File: src/rtl/gpr_wb_arbiter.sv
// gpr_wb_arbiter: round-robin arbiter for the single GPR write port between ALU and load writeback,
// with a drain/clear sequence that keeps the clear strobe apart from any write.
module gpr_wb_arbiter #(
    parameter int DATA_W = 16,
    parameter int ADDR_W = 3
) (
    input  logic              clk,
    input  logic              clr_n,
    input  logic              i_req0_valid,
    input  logic [ADDR_W-1:0] i_req0_dest,
    input  logic [DATA_W-1:0] i_req0_data,
    output logic              o_req0_ready,
    input  logic              i_req1_valid,
    input  logic [ADDR_W-1:0] i_req1_dest,
    input  logic [DATA_W-1:0] i_req1_data,
    output logic              o_req1_ready,
    input  logic              i_clr_req,
    output logic              o_reg_write_en,
    output logic [ADDR_W-1:0] o_reg_write_dest,
    output logic [DATA_W-1:0] o_reg_write_data,
    output logic              o_gpr_clr,
    output logic              o_busy
);
    typedef enum logic [1:0] {ARB, DRAIN, CLEAR} state_t;
    state_t r_state;
    logic   r_last_grant;
    logic   w_arb;
    logic   w_xfer;
    // grants only open in ARB with no clear pending; r_last_grant=1 favours req0 on a tie
    assign w_arb        = clr_n && r_state == ARB && !i_clr_req;
    assign o_req0_ready = w_arb && i_req0_valid && (!i_req1_valid || r_last_grant);
    assign o_req1_ready = w_arb && i_req1_valid && (!i_req0_valid || !r_last_grant);
    assign w_xfer       = o_req0_ready || o_req1_ready;
    assign o_busy       = r_state != ARB;
    always_ff @(posedge clk) begin
        if (!clr_n) begin
            r_state          <= ARB;
            r_last_grant     <= 1'b1;
            o_reg_write_en   <= 1'b0;
            o_reg_write_dest <= '0;
            o_reg_write_data <= '0;
            o_gpr_clr        <= 1'b0;
        end else begin
            o_reg_write_en <= w_xfer;
            o_gpr_clr      <= r_state == DRAIN;
            if (w_xfer) begin
                r_last_grant     <= o_req1_ready;
                o_reg_write_dest <= o_req1_ready ? i_req1_dest : i_req0_dest;
                o_reg_write_data <= o_req1_ready ? i_req1_data : i_req0_data;
            end
            r_state <= r_state == ARB   ? (i_clr_req ? DRAIN : ARB) :
                       r_state == DRAIN ? CLEAR : ARB;
        end
    end
endmodule

File: config.mk
export PLATFORM = sky130hd
export DESIGN_NAME = gpr_wb_arbiter
export DESIGN_NICKNAME = d
export VERILOG_FILES = /design/src/rtl/gpr_wb_arbiter.sv
export SDC_FILE = /design/constraint.sdc
export NUM_CORES = 1
export LEC_CHECK = 0
export ABC_CLOCK_PERIOD_IN_PS = 4400
export BUFFER_PORTS_ARGS = -buffer_cell sky130_fd_sc_hd__buf_2
export CORE_ASPECT_RATIO = 0.75
export CORE_UTILIZATION = 46
export DETAILED_ROUTE_END_ITERATION = 8
export PLACE_DENSITY_LB_ADDON = 0.15
export SLEW_MARGIN = 20
export SYNTH_ARGS = -nofsm -noshare
export SYNTH_HDL_FRONTEND = slang
export SYNTH_SLANG_ARGS = --single-unit
File: constraint.sdc
create_clock -name clk -period 4.4 [get_ports clk]
set_input_delay 0.44 -clock clk [delete_from_list [all_inputs] [get_ports clk]]
set_output_delay 0.44 -clock clk [all_outputs]
set_load 0.02 [all_outputs]
# After elaboration in Yosys (flattened, before gate mapping)
# Index checks and enable logic that the tools add are counted.
# W data, S select, Z words.
# op_classes
eq_ne,1
muxes,5
reduce_logical,15
# op_table
cell,n
$mux W16,1
$logic_and A1 B1 Y1,6
$logic_not A1 Y1,4
$mux W2,2
$logic_or A1 B1 Y1,3
$mux W3,1
$eq A2 B1 Y1 const B,1
$logic_not A2 Y1,1
$reduce_bool A2 Y1,1
$mux W1,1
# word_totals
register_bits,24
in_bits,43
output_inout_bits,24
word_cells,27

# Longest topological paths before layout
# Gate-level depths: netlist (run 1).
# depth
word_depth,6
depth_mapped,5
mapped_depth_nobuf,3

# Worst setup path before layout (run 1)
# Ideal clock, no wire load.
# synth_timing
path_kind,input -> output
start,input port i_clr_req
end,output port o_req1_ready
arrival_time_ns,1.403
slack_ns,2.557
path_stages,3
n_path_buf,1
path_cell_list,or4b_4 buf_6 nor2_1
# synth_between
elab_chain_cells,4
# synth_rtl
item,line,source
from (decl),17,"input logic i_clr_req,"
$logic_not A1 Y1,30,assign w_arb = clr_n && r_state == ARB && !i_clr_req;
$logic_and A1 B1 Y1,30,
$logic_and A1 B1 Y1 (2 in series),32,assign o_req1_ready = w_arb && i_req1_valid && (!i_req0_valid || !r_last_grant);
to (decl),16,"output logic o_req1_ready,"
# No other way between the ends.

# Worst setup path after layout (run 1)
# layout_timing
start,register r_state[1]
end,output port o_req0_ready
# layout_between
elab_chain_cells,5
# layout_rtl
item,line,source
from (decl),25,state_t r_state;
from (signal assigned),51,r_state <= r_state == ARB ? (i_clr_req ? DRAIN : ARB) :
$logic_not A2 Y1,30,
$logic_and A1 B1 Y1 (2 in series),30,
$logic_and A1 B1 Y1 (2 in series),31,assign o_req0_ready = w_arb && i_req0_valid && (!i_req1_valid || r_last_grant);
to (decl),12,"output logic o_req0_ready,"
# No other way between the ends.

==> metrics list, run 1 <==
* Diode count: 0
- Cell Chain, Critical Path: or4b_4 -> a211oi_2 -> buf_2
* Fill cell instance count of the final layout: roughly 240
- Input and output buffers added on the ports amount to 66.
- The number of placed instances, taps included, is 219.
* Syn Nets: roughly 180
- Postcts setup bufs: 0
* GRT Residual Overflow: 0
- Deepest level of the CTS H-tree: 1
- Top FF cell, synth: sky130_fd_sc_hd__dfxtp_1
* CTS clock-pin slew for the worst setup and hold paths: between 100 and 150 ps
- Clock tree from TritonCTS: done
- Remaining max-slew budget at the tightest pin: 40.7%
* Setup TNS: 0 ps
- Part of the cycle the worst path needs: 51.0%
* Final Hold Violating Endpoints: 0
* Max Root-Sink Buffers: 2
- Across all hold checks on the routed design, the worst slack comes to between 300 and 400 ps.
- Sequential cells were found to cover about 40% of the synthesized design area.
- Clock latency at the later pin of the worst-skew pair: 310 ps
* Highest fanout seen on the critical path: 22
* EDFF count, synth: 0
- FMAX: roughly 0.45 GHz
- The initial utilization of the core area, before any placement, comes to 49.8%.
- Measured along the y axis, the die boundary spans about 46 um.
* Worst Tran Pin Value: ~880 ps
- Of the cells placed in the final design, the portion with a size suffix greater than 1 is between 40% and 50%.
- Final number of setup-violating endpoints: 0
- Power per unit of standard cell area: roughly 310 nW/um2
- The worst-case IR drop observed on VDD is slightly below 200 uV.
* Result of the run: finished, final reports clean
- Detail Placement HPWL: around 2.1 mm
- The worst path in the final design needs a cycle of roughly 2200 ps, including I/O delays and setup.
- Number of buffers and inverters on the critical path: 1
- Post-cts repair resize count: 0
- CTS saw 24 sinks.
- Classification of the worst setup path: reg -> out
- Clock tree synthesis selected as its root buffer the cell sky130_fd_sc_hd__clkbuf_4.
* Total power of the final layout: 0.460 mW
- After detailed routing, the number of remaining DRC violations is 0.
- Last weighted congestion value of the routability-driven placer: 0.758
- Relative to the synthesized area, the layout overhead comes to 26.1%.
- Cell class contributing the biggest share of worst-path delay: simple AND/OR/NAND/NOR gates
- Setup repair after global routing left no endpoint under its margin.
- Std-Cell Rows: 15
- Most numerous cell in the Yosys netlist: sky130_fd_sc_hd__dfxtp_1
- Nets@finish: ~230
* Worst Skew: ~11 ps
* Largest net degree at the start of global routing: 39
- In this run, CTS created clock tree buffers numbering 3.
- Critical Path Source Type: flop
- Crit-path slowest cell: sky130_fd_sc_hd__or4b_4
- The first global-routing pass estimated 4.61 mm of wire.
- Area fraction of the dominant cell type after synthesis: about two fifths
* Flip-flop and latch count after synthesis: 24
- Detailed Route WL: approximately 3.1 mm
* Length of the first detailed-routing pass in iterations: 4
* Boundary Pins: between 60 and 70
* Horizontal die dimension: 60.5 um
- Max-cap violation count: 0
* Via density: about 5.6
- The routed layout has approximately 1300 vias.
- Cell leakage power: ~0.64 nW
- Number of antenna violations at the first check in global routing: 0
* Total of warnings raised by yosys: 0
- Crit-path max cell delay: 700 ps
- The core region is roughly 2400 um2.
* Largest area contributor in the netlist: sky130_fd_sc_hd__dfxtp_1
- Finished Layout Cells: ~220
- Critical Path Sink Type: output port
- Max Slew Vio Count: 0
* Hold_buf cts: 0
* Top post-synthesis cells by count: 24 x sky130_fd_sc_hd__dfxtp_1, 19 x sky130_fd_sc_hd__a21oi_1, 19 x sky130_fd_sc_hd__a311oi_1, 19 x sky130_fd_sc_hd__o21ai_1, 18 x sky130_fd_sc_hd__nand3_1
- Vias in the first global route: around 1100
- Netlist area before placement: roughly 1200 um2
* Dominant cells by area after synthesis: sky130_fd_sc_hd__dfxtp_1 41%, sky130_fd_sc_hd__a311oi_1 14%, sky130_fd_sc_hd__a21oi_1 8.1%
- The count of nets left with antenna violations once routing finished came out at 0.
* Gate count after technology mapping: roughly 130
- Wire length per cell: approximately 14 um
- The synthesized netlist contains 25 unique library cells.
- The floorplan step defined a die boundary enclosing around 2800 um2.
* Worst Hold Class: in -> reg
- Mean cell area of the mapped netlist: around 9 um2
* Global-route usage over all layers: between 20 and 25%
* Async set-or-reset flop fraction in the synthesized netlist: 0%
* Worst Path Required: just under 4000 ps
- The detailed router finished its first iteration with between 80 and 90 violations.
- At the worst endpoint, the arrival time is between 1500 and 2000 ps.
[cells by family (layout without fill, tap and decap cells)]
logic type | after synthesis | in the layout | synth area share (%)
compound gates | 61 | 61 | 33.9
simple gates | 30 | 30 | 15.2
flops | 24 | 24 | 40.8
buf+inv | 17 | 74 | 10.2
[cell type report]
class / instances / area [um2] / share of cell area (%)
Inverter: 3 / 11.3 / 0.758
Sequential cell: 24 / 480 / 32.3
Multi-Input combinational cell: 91 / 578 / 38.9
Timing Repair Buffer: 67 / 338 / 22.7
Clock buffer: 4 / 36.3 / 2.44
Tap cell: 34 / 42.5 / 2.86
[stage by stage]
stage | area (um2) | util [%] | setup WS [ps]
floorplan | 1180 | - | 2560
global placement | 1450 | 61.3 | 2250
detailed placement | 1450 | 61.3 | 2180
global route | 1490 | 62.9 | 2060
finish | 1490 | 62.9 | 2160
CTS | 1490 | 62.9 | 2130
[worst paths after layout]
check | from | slack, ps | end | depth (start not counted)
worst min register to register | o_reg_write_data[0] | 520 | o_reg_write_data[0] | 2
worst max-delay path | r_state[1] | 2160 | o_req0_ready | 3
worst max register to register | r_state[1] | 2710 | o_reg_write_data[2] | 3
worst min-delay path | clr_n | 360 | r_last_grant | 2
[worst reg2reg max path, delay by kind of cell, from the launching register on]
family | cells | cell delay (ps)
AND/OR/NAND/NOR | 2 | 940
flip-flops | 1 | 390
AO/OA/AOI/OAI | 1 | 210
[where the power goes]
| group | switching (mW) | leakage [nW] | internal (mW) |
|---|---|---|---|
| combinational | 0.0651 | 0.418 | 0.0416 |
| clock | 0.0638 | 0.0210 | 0.0505 |
| sequential | 0.00767 | 0.197 | 0.231 |
[per-layer routing]
layer / routed length (um) / GRT usage [%] / vias to the layer above
met3: 175 / 5.11 / 2
met2: 1490 / 37.1 / 46
met4: 15 / 5.00 / 0
li1: - / - / 623
met5: 0 / 0 / -
met1: 1390 / 29.0 / 580
[cell usage in the layout, fill, tap and decap left out]
| cell | netlist | layout |
|---|---|---|
| sky130_fd_sc_hd__buf_2 | 5 | 66 |
| sky130_fd_sc_hd__dfxtp_1 | 24 | 24 |
| sky130_fd_sc_hd__o21ai_1 | 19 | 19 |
| sky130_fd_sc_hd__a21oi_1 | 19 | 19 |
| sky130_fd_sc_hd__a311oi_1 | 19 | 19 |
| sky130_fd_sc_hd__nand3_1 | 18 | 18 |
| sky130_fd_sc_hd__nor2_1 | 4 | 4 |
| sky130_fd_sc_hd__clkbuf_4 | 0 | 3 |
| sky130_fd_sc_hd__inv_1 | 2 | 2 |
| sky130_fd_sc_hd__nand2_1 | 2 | 2 |
| sky130_fd_sc_hd__or4b_4 | 1 | 1 |
| sky130_fd_sc_hd__a21bo_1 | 1 | 1 |
| sky130_fd_sc_hd__or2_2 | 1 | 1 |
| sky130_fd_sc_hd__a211oi_2 | 1 | 1 |
| sky130_fd_sc_hd__nor4b_4 | 1 | 1 |
| sky130_fd_sc_hd__or2_1 | 1 | 1 |
| sky130_fd_sc_hd__and2_1 | 1 | 1 |
| sky130_fd_sc_hd__a21boi_2 | 1 | 1 |
| sky130_fd_sc_hd__nand3_2 | 1 | 1 |
| sky130_fd_sc_hd__clkinv_1 | 1 | 1 |
| sky130_fd_sc_hd__o221ai_1 | 1 | 1 |
| sky130_fd_sc_hd__clkbuf_8 | 0 | 1 |
| sky130_fd_sc_hd__buf_4 | 1 | 1 |
[state kept, by name, summed over array words and instances, names as in the netlist]
signal	count
o_gpr_clr	1
o_reg_write_data	16
o_reg_write_dest	3
o_reg_write_en	1
r_last_grant	1
r_state	2
Note: power is estimated with default switching activity, not from simulation.
==> inputs of run 2 (changes only) <==
- ABC_CLOCK_PERIOD_IN_PS: 4400 -> 2200
- CORE_UTILIZATION: 46 -> 43
- clock period: 4.4 -> 2.2 ns (I/O delays scaled with it)
==> metrics list, run 2 (synthesized netlist as in run 1, its figures left out) <==
* Result of the run: finished, final reports clean
* Detailed Route WL: ~3.2 mm
- Adding up every negative setup slack in the final design gives 0 ps.
- Vias in the first global route: ~1100
- The register with the most flip-flops in the layout has 16 of them.
- Worst Tran Pin Value: 691 ps
- STA classifies the critical path endpoint as an output port.
- Largest net degree at the start of global routing: 23
* Worst hold slack: around 140 ps
* Horizontal die dimension: roughly 62 um
- After detailed routing, the number of remaining DRC violations is 0.
- For this design the ratio of total power to cell area is slightly above 600 nW/um2.
* Highest ir drop seen on vdd: 403 uV
- After the first detailed-routing iteration, the DRC count stood at 71.
* Effective utilization at floorplan: between 40% and 50%
* Worst Path Required: 1980 ps
- FMAX: roughly 0.5 GHz
- Final WS setup: between 150 and 200 ps
- The number of antenna diodes in the final layout is 0.
- Finished Cell Area: ~1500 um2
* Std-Cell Rows: 16
- In this run, post-CTS hold repair placed 0 buffers.
* Sequential power share: roughly half
- Subtracting the final worst setup slack from the clock period gives around 2000 ps.
- Nets@finish: ~240
- For this block, wires on met1 add up to about 1.4 mm.
- Routability-driven placement finished with a final weighted congestion of 0.659.
* Max layer used: met4
- Detail Route met2 WL: 1.52 mm
* Net switching power: approximately 0.28 mW
- Cell count after placement: roughly 230
* Max Root-Sink Buffers: 2
- Cell-internal power: 0.653 mW
* Detail Placement HPWL: around 2.2 mm
- Setup violations remaining at the end of the flow were counted as 0.
- After floorplanning, the core was sized to cover 2600 um2.
- Number of antenna violations at the first check in global routing: 0
- Critical Path AT: 1810 ps
- Critical Path Source Type: flop
- In this run the tightest slew margin relative to its limit is 53.9%.
- Highest fanout seen on the critical path: 22
* DR vias: 1297
- The later pin in the worst-skew pair is clocked with a latency of roughly 310 ps.
- Vertical die dimension: 47.3 um
* Clock Sink Count: 24
- The final critical path takes up between 90% and 100% of the cycle.
* Wire length of the first global-routing pass: between 5 and 6 mm
- Num CTS Buffers: 3
- Die area: approximately 3000 um2
* Fill cell instance count of the final layout: 250
* CTS clock-pin slew for the worst setup and hold paths: roughly 130 ps
* Max Slew Vio Count: 0
- Clock power share: roughly a quarter
- Net switching is between 30% and 40% of the power.
- Buffers added to address setup during post-CTS repair amount to 0.
- The area growth from synthesis to layout is 29.5%.
- Classification of the worst setup path: reg -> out
- Cell leakage power: between 0.6 and 0.7 nW
* Port Buf Inserts: 66
- Leaving out fill and tap cells, the most frequent cell in the layout is sky130_fd_sc_hd__buf_2.
- CTS built an H-tree with a depth of 1.
* Worst Hold Class: in -> reg
- Pin placement for this block handled 67 I/O pins.
* Finished Layout Cells: 230
* Length of the first detailed-routing pass in iterations: 5
- Layout cell share with drive strength beyond 1: between 40% and 50%
- The tree is rooted in a sky130_fd_sc_hd__clkbuf_4.
* Post-placement setup slack: approximately 520 ps
* Global-route usage over all layers: 22.4%
* Max-cap violation count: 0
- In this run the cell area measured after placement is roughly 1500 um2.
- Final Hold Violating Endpoints: 0
- In the routed layout, each cell is associated on average with a via count of 5.64.
- Share of total power in combinational logic: a little under a quarter
- In this run, post-CTS repair resized a total of 0 instances.
* Clock tree from TritonCTS: done
- Biggest register: o_reg_write_data
- Setup repair after global routing left no endpoint under its margin.
* GRT Residual Overflow: 0
* Wire length per cell: ~14 um
* Top library cells by usage in the layout, fill and taps aside: 66 x sky130_fd_sc_hd__buf_2, 24 x sky130_fd_sc_hd__dfxtp_1, 19 x sky130_fd_sc_hd__o21ai_1, 19 x sky130_fd_sc_hd__a21oi_1, 19 x sky130_fd_sc_hd__a311oi_1
- In this run the remaining antenna-violating nets after routing total 0.
* Detailed route wirelength on metal3: 171 um
- In the final layout, the registers with the most flip-flops are o_reg_write_data x16, o_reg_write_dest x3, r_state x2.
* Worst Skew: roughly 4.4 ps
[run 2: cell count changes in the layout (fill, tap and decap cells not counted), sizes merged]
cell	change
buf	+5
[run 2: worst paths after layout]
kind,cells past startpoint,slack (ps),to,from
worst max-delay path,3,170,o_req0_ready,r_state[1]
worst min-delay path,2,140,r_last_grant,clr_n
worst max register to register,4,490,o_reg_write_data[2],r_state[1]
worst min register to register,1,510,r_state[1],r_state[1]
[run 2: power by group through the flow]
stage | clock network (mW) | logic, mW | registers (mW)
2_1_floorplan | 0 | 0.115 | 0.516
3_3_place_gp | 0 | 0.219 | 0.486
3_5_place_dp | 0 | 0.223 | 0.487
4_1_cts | 0.243 | 0.223 | 0.477
5_1_grt | 0.263 | 0.243 | 0.482
6_report | 0.234 | 0.222 | 0.477
[run 2: per-layer routing]
layer / global-route usage (%) / vias to the layer above
li1: - / 633
met1: 27.8 / 618
met2: 39.1 / 44
met3: 6.31 / 2
met4: 6.98 / 0
met5: 0 / -
[run 2: metrics by stage]
stage          total power [mW]  util, %
6_report                  0.933     58.7
5_1_grt                   0.988     58.7
4_1_cts                   0.943     58.7
3_5_place_dp              0.710     57.3
3_3_place_gp              0.704     57.3
2_1_floorplan             0.631        -
[run 2: critical path: stages (launching register included)]
cell and delay (ps):
sky130_fd_sc_hd__dfxtp_1 380, sky130_fd_sc_hd__or4b_4 700, sky130_fd_sc_hd__a211oi_2 210, sky130_fd_sc_hd__buf_2 200
[run 2: layout make-up]
type,count,area (um2),share of cell area [%]
Tap cell,36,45.0,2.95
Timing Repair Buffer,72,375,24.6
Multi-Input combinational cell,91,578,37.9
Clock buffer,4,36.3,2.38
Sequential cell,24,480,31.5
Inverter,3,11.3,0.738
==> inputs of run 3 (changes only) <==
- ABC_AREA: unset -> 1
- CORE_UTILIZATION: 43 -> 45
==> metrics list, run 3 <==
- Post-cts repair resize count: 0
- Mean cell area of the mapped netlist: approximately 5.6 um2
- Complex-gate fraction of the synthesized area: around 2.1%
- In the routed design, unresolved DRC markers number 0.
- Core Area: roughly 2700 um2
- Worst Tran Pin Value: around 430 ps
- Syn Nets: about 270
- In this run, CTS created clock tree buffers numbering 3.
* Final critical path time including I/O delays and setup: between 1500 and 2000 ps
- The synthesized netlist devotes ~43% of its cell area to simple gates.
- Max Slew Vio Count: 0
* Largest area contributor in the netlist: sky130_fd_sc_hd__dfxtp_1
* Max Root-Sink Buffers: 2
- Counting every instance in the synthesized netlist gives 230.
- Net switching power: between 0.2 and 0.3 mW
- Entering global routing, the biggest net connects between 40 and 50 pins.
- The tree built by TritonCTS fans out to 24 sinks.
* Cell leakage power: approximately 1.1 nW
- The clock network is responsible for a little over a quarter of the overall power.
- The count of final hold-check violations was 0.
- EDFF count, synth: 0
* Top flop regs: o_reg_write_data x16, o_reg_write_dest x3, r_state x2
* Diode count: 0
- DR vias: 1341
* ANT nets after route: 0
- Unique masters post-synth: 15
* Area growth syn-to-layout: 29.4%
- The floorplan step set the die height to 48.5 um.
* Top FF cell, synth: sky130_fd_sc_hd__dfxtp_1
- Die area: 3110 um2
* Fraction of the yosys area taken by sequential cells: between 30% and 40%
* Top library cells by usage in the layout, fill and taps aside: 79 x sky130_fd_sc_hd__nand2_1, 66 x sky130_fd_sc_hd__buf_2, 64 x sky130_fd_sc_hd__nor2_1
- Detail Placement HPWL: between 1.5 and 2 mm
- Number of DRC violations after detailed-routing iteration 0: 66
- Hold_buf cts: 0
- In the post-route analysis, the smallest setup slack over all paths is 552 ps.
- The register with the most flip-flops in the layout has 16 of them.
* Layout cell share with drive strength beyond 1: a little over a quarter
- From left edge to right edge, the die measures between 60 and 70 um.
- The flow ran to the end, and the final reports show no timing, DRC or antenna violations.
* Effective utilization at floorplan: roughly 48%
- Wire length of the first global-routing pass: roughly 4.7 mm
* Classification of the worst setup path: reg -> out
* Flip-flop and latch count after synthesis: 24
* Critical Path AT: between 1000 and 1500 ps
- The clock arrives with between 4 and 5 ps of skew.
* Total of warnings raised by yosys: 0
- For this run, asynchronously set or reset flops after synthesis account for 0%.
* Area fraction of the dominant cell type after synthesis: between 30% and 40%
- The initial antenna violation count was 0.
* Setup repair after global routing missed its margin: false
- Max-cap violations in this run came to 0.
- Nets@finish: about 340
- At the end of routability-driven placement, the weighted congestion stood at about 0.78.
- Post-placement setup slack: 794 ps
* FMAX: 0.607 GHz
- By area, the combinational part of the netlist is dominated by simple AND/OR/NAND/NOR gates.
- The library cell used most frequently in the layout, excluding fill and tap cells, is sky130_fd_sc_hd__nand2_1.
- During placement, the flow inserted port buffers numbering 66.
* Highest ir drop seen on vdd: 385 uV
* Cell-internal power: about 0.67 mW
- Along the worst path, the maximum fanout reaches 40.
- Setup TNS: 0 ps
- At the worst endpoint, the required time is slightly below 2000 ps.
- Netlist area before placement: around 1300 um2
- Clock latency at the later pin of the worst-skew pair: between 200 and 300 ps
- TritonCTS built the clock tree.
- In the finished design, the share of the clock period the worst path needs comes to about three quarters.
- Setup violations remaining at the end of the flow were counted as 0.
- Xor and xnor fraction of the mapped netlist area: 0%
- Boundary Pins: 67
- In the routed layout, each cell is associated on average with a via count of a little over 4.
- Remaining max-slew budget at the tightest pin: around 71%
* Std-Cell Rows: 16
- Biggest register: o_reg_write_data
- Share of synthesized area spent on multiplexers: 0%
- After Yosys synthesis, full adders, half adders and majority gates account for 0% of the synthesized area.
- Clk root buf: sky130_fd_sc_hd__clkbuf_8
* GRT Residual Overflow: 0
- CTS clock-pin slew for the worst setup and hold paths: about 80 ps
- Sequential cells burn around 51% of the power.
- Critical Path Sink Type: output port
- The final layout contains routed wiring with a total length of between 2 and 3 mm.
- Global-route usage over all layers: 19.2%
* Critical Path Source Type: flop
- Postcts setup bufs: 0
- Power per unit of standard cell area: between 500 and 600 nW/um2
* Length of the first detailed-routing pass in iterations: 4
* Switching power as a share of total power: between 20% and 30%
* Share of total power in combinational logic: a little under a quarter
- The most common cell in the synthesized netlist is sky130_fd_sc_hd__nand2_1.
- Vias in the first global route: approximately 1200
- In this run the number of H-tree levels came out at 1.
- Worst Hold Class: in -> reg
* Dominant cells by area after synthesis: sky130_fd_sc_hd__dfxtp_1 37%, sky130_fd_sc_hd__nand2_1 23%, sky130_fd_sc_hd__nor2_1 18%
- In the final routed layout, each cell accounts on average for slightly below 8 um.
- Top post-synthesis cells by count: 79 x sky130_fd_sc_hd__nand2_1, 64 x sky130_fd_sc_hd__nor2_1, 43 x sky130_fd_sc_hd__inv_1
-- run 3: path summary, 6_finish.rpt --
kind                startpoint             endpoint  slack, ps  depth (start not counted)
setup reg to reg  r_last_grant  o_reg_write_data[7]        810                          7
hold reg to reg     r_state[1]            o_gpr_clr        460                          1
hold / removal       i_clr_req           r_state[0]        200                          3
setup / recovery    r_state[1]         o_req1_ready        550                          7
-- run 3: critical path: stages (launching register included) --
cell and delay [ps]:
sky130_fd_sc_hd__dfxtp_1 380, sky130_fd_sc_hd__inv_1 50, sky130_fd_sc_hd__nand2_1 70, sky130_fd_sc_hd__nor2_1 40, sky130_fd_sc_hd__nand3_1 60, sky130_fd_sc_hd__buf_4 330
sky130_fd_sc_hd__inv_1 60, sky130_fd_sc_hd__buf_2 160
-- run 3: power by group through the flow --
| stage | Clock, mW | Combinational (mW) | Sequential (mW) |
|---|---|---|---|
| 2_1_floorplan | 0 | 0.109 | 0.518 |
| 3_3_place_gp | 0 | 0.217 | 0.486 |
| 3_5_place_dp | 0 | 0.218 | 0.487 |
| 4_1_cts | 0.265 | 0.219 | 0.476 |
| 5_1_grt | 0.281 | 0.248 | 0.480 |
| 6_report | 0.249 | 0.216 | 0.476 |
-- run 3: final cells by class --
class                      instances  area, um2
multi-input combinational        151        584
tap                               36       45.0
inverter                          45        169
sequential                        24        480
timing repair buffer              70        360
clock buffer                       3       41.3
fill                             285       1000
-- run 3: logic make-up after synthesis --
logic type	count (synthesis)
AND/OR/NAND/NOR	147
buffers and inverters	55
flip-flops	24
AO/OA/AOI/OAI	4
-- run 3: stage by stage --
stage          cells  hold WS [ps]  util, %  instance area (um2)  total power [mW]
2_1_floorplan    230           350        -                 1300             0.627
3_3_place_gp     326           438     61.1                 1640             0.703
3_5_place_dp     326           445     61.1                 1640             0.705
4_1_cts          329           193     62.6                 1680             0.960
5_1_grt          329           193     62.6                 1680              1.01
6_report         329           200     62.6                 1680             0.942
-- run 3: routing by layer --
layer | wire (um) | GRT usage, %
met1 | 1360 | 24.8
met2 | 1080 | 30.3
met3 | 142 | 6.37
met4 | 27 | 5.68
met5 | 0 | 0
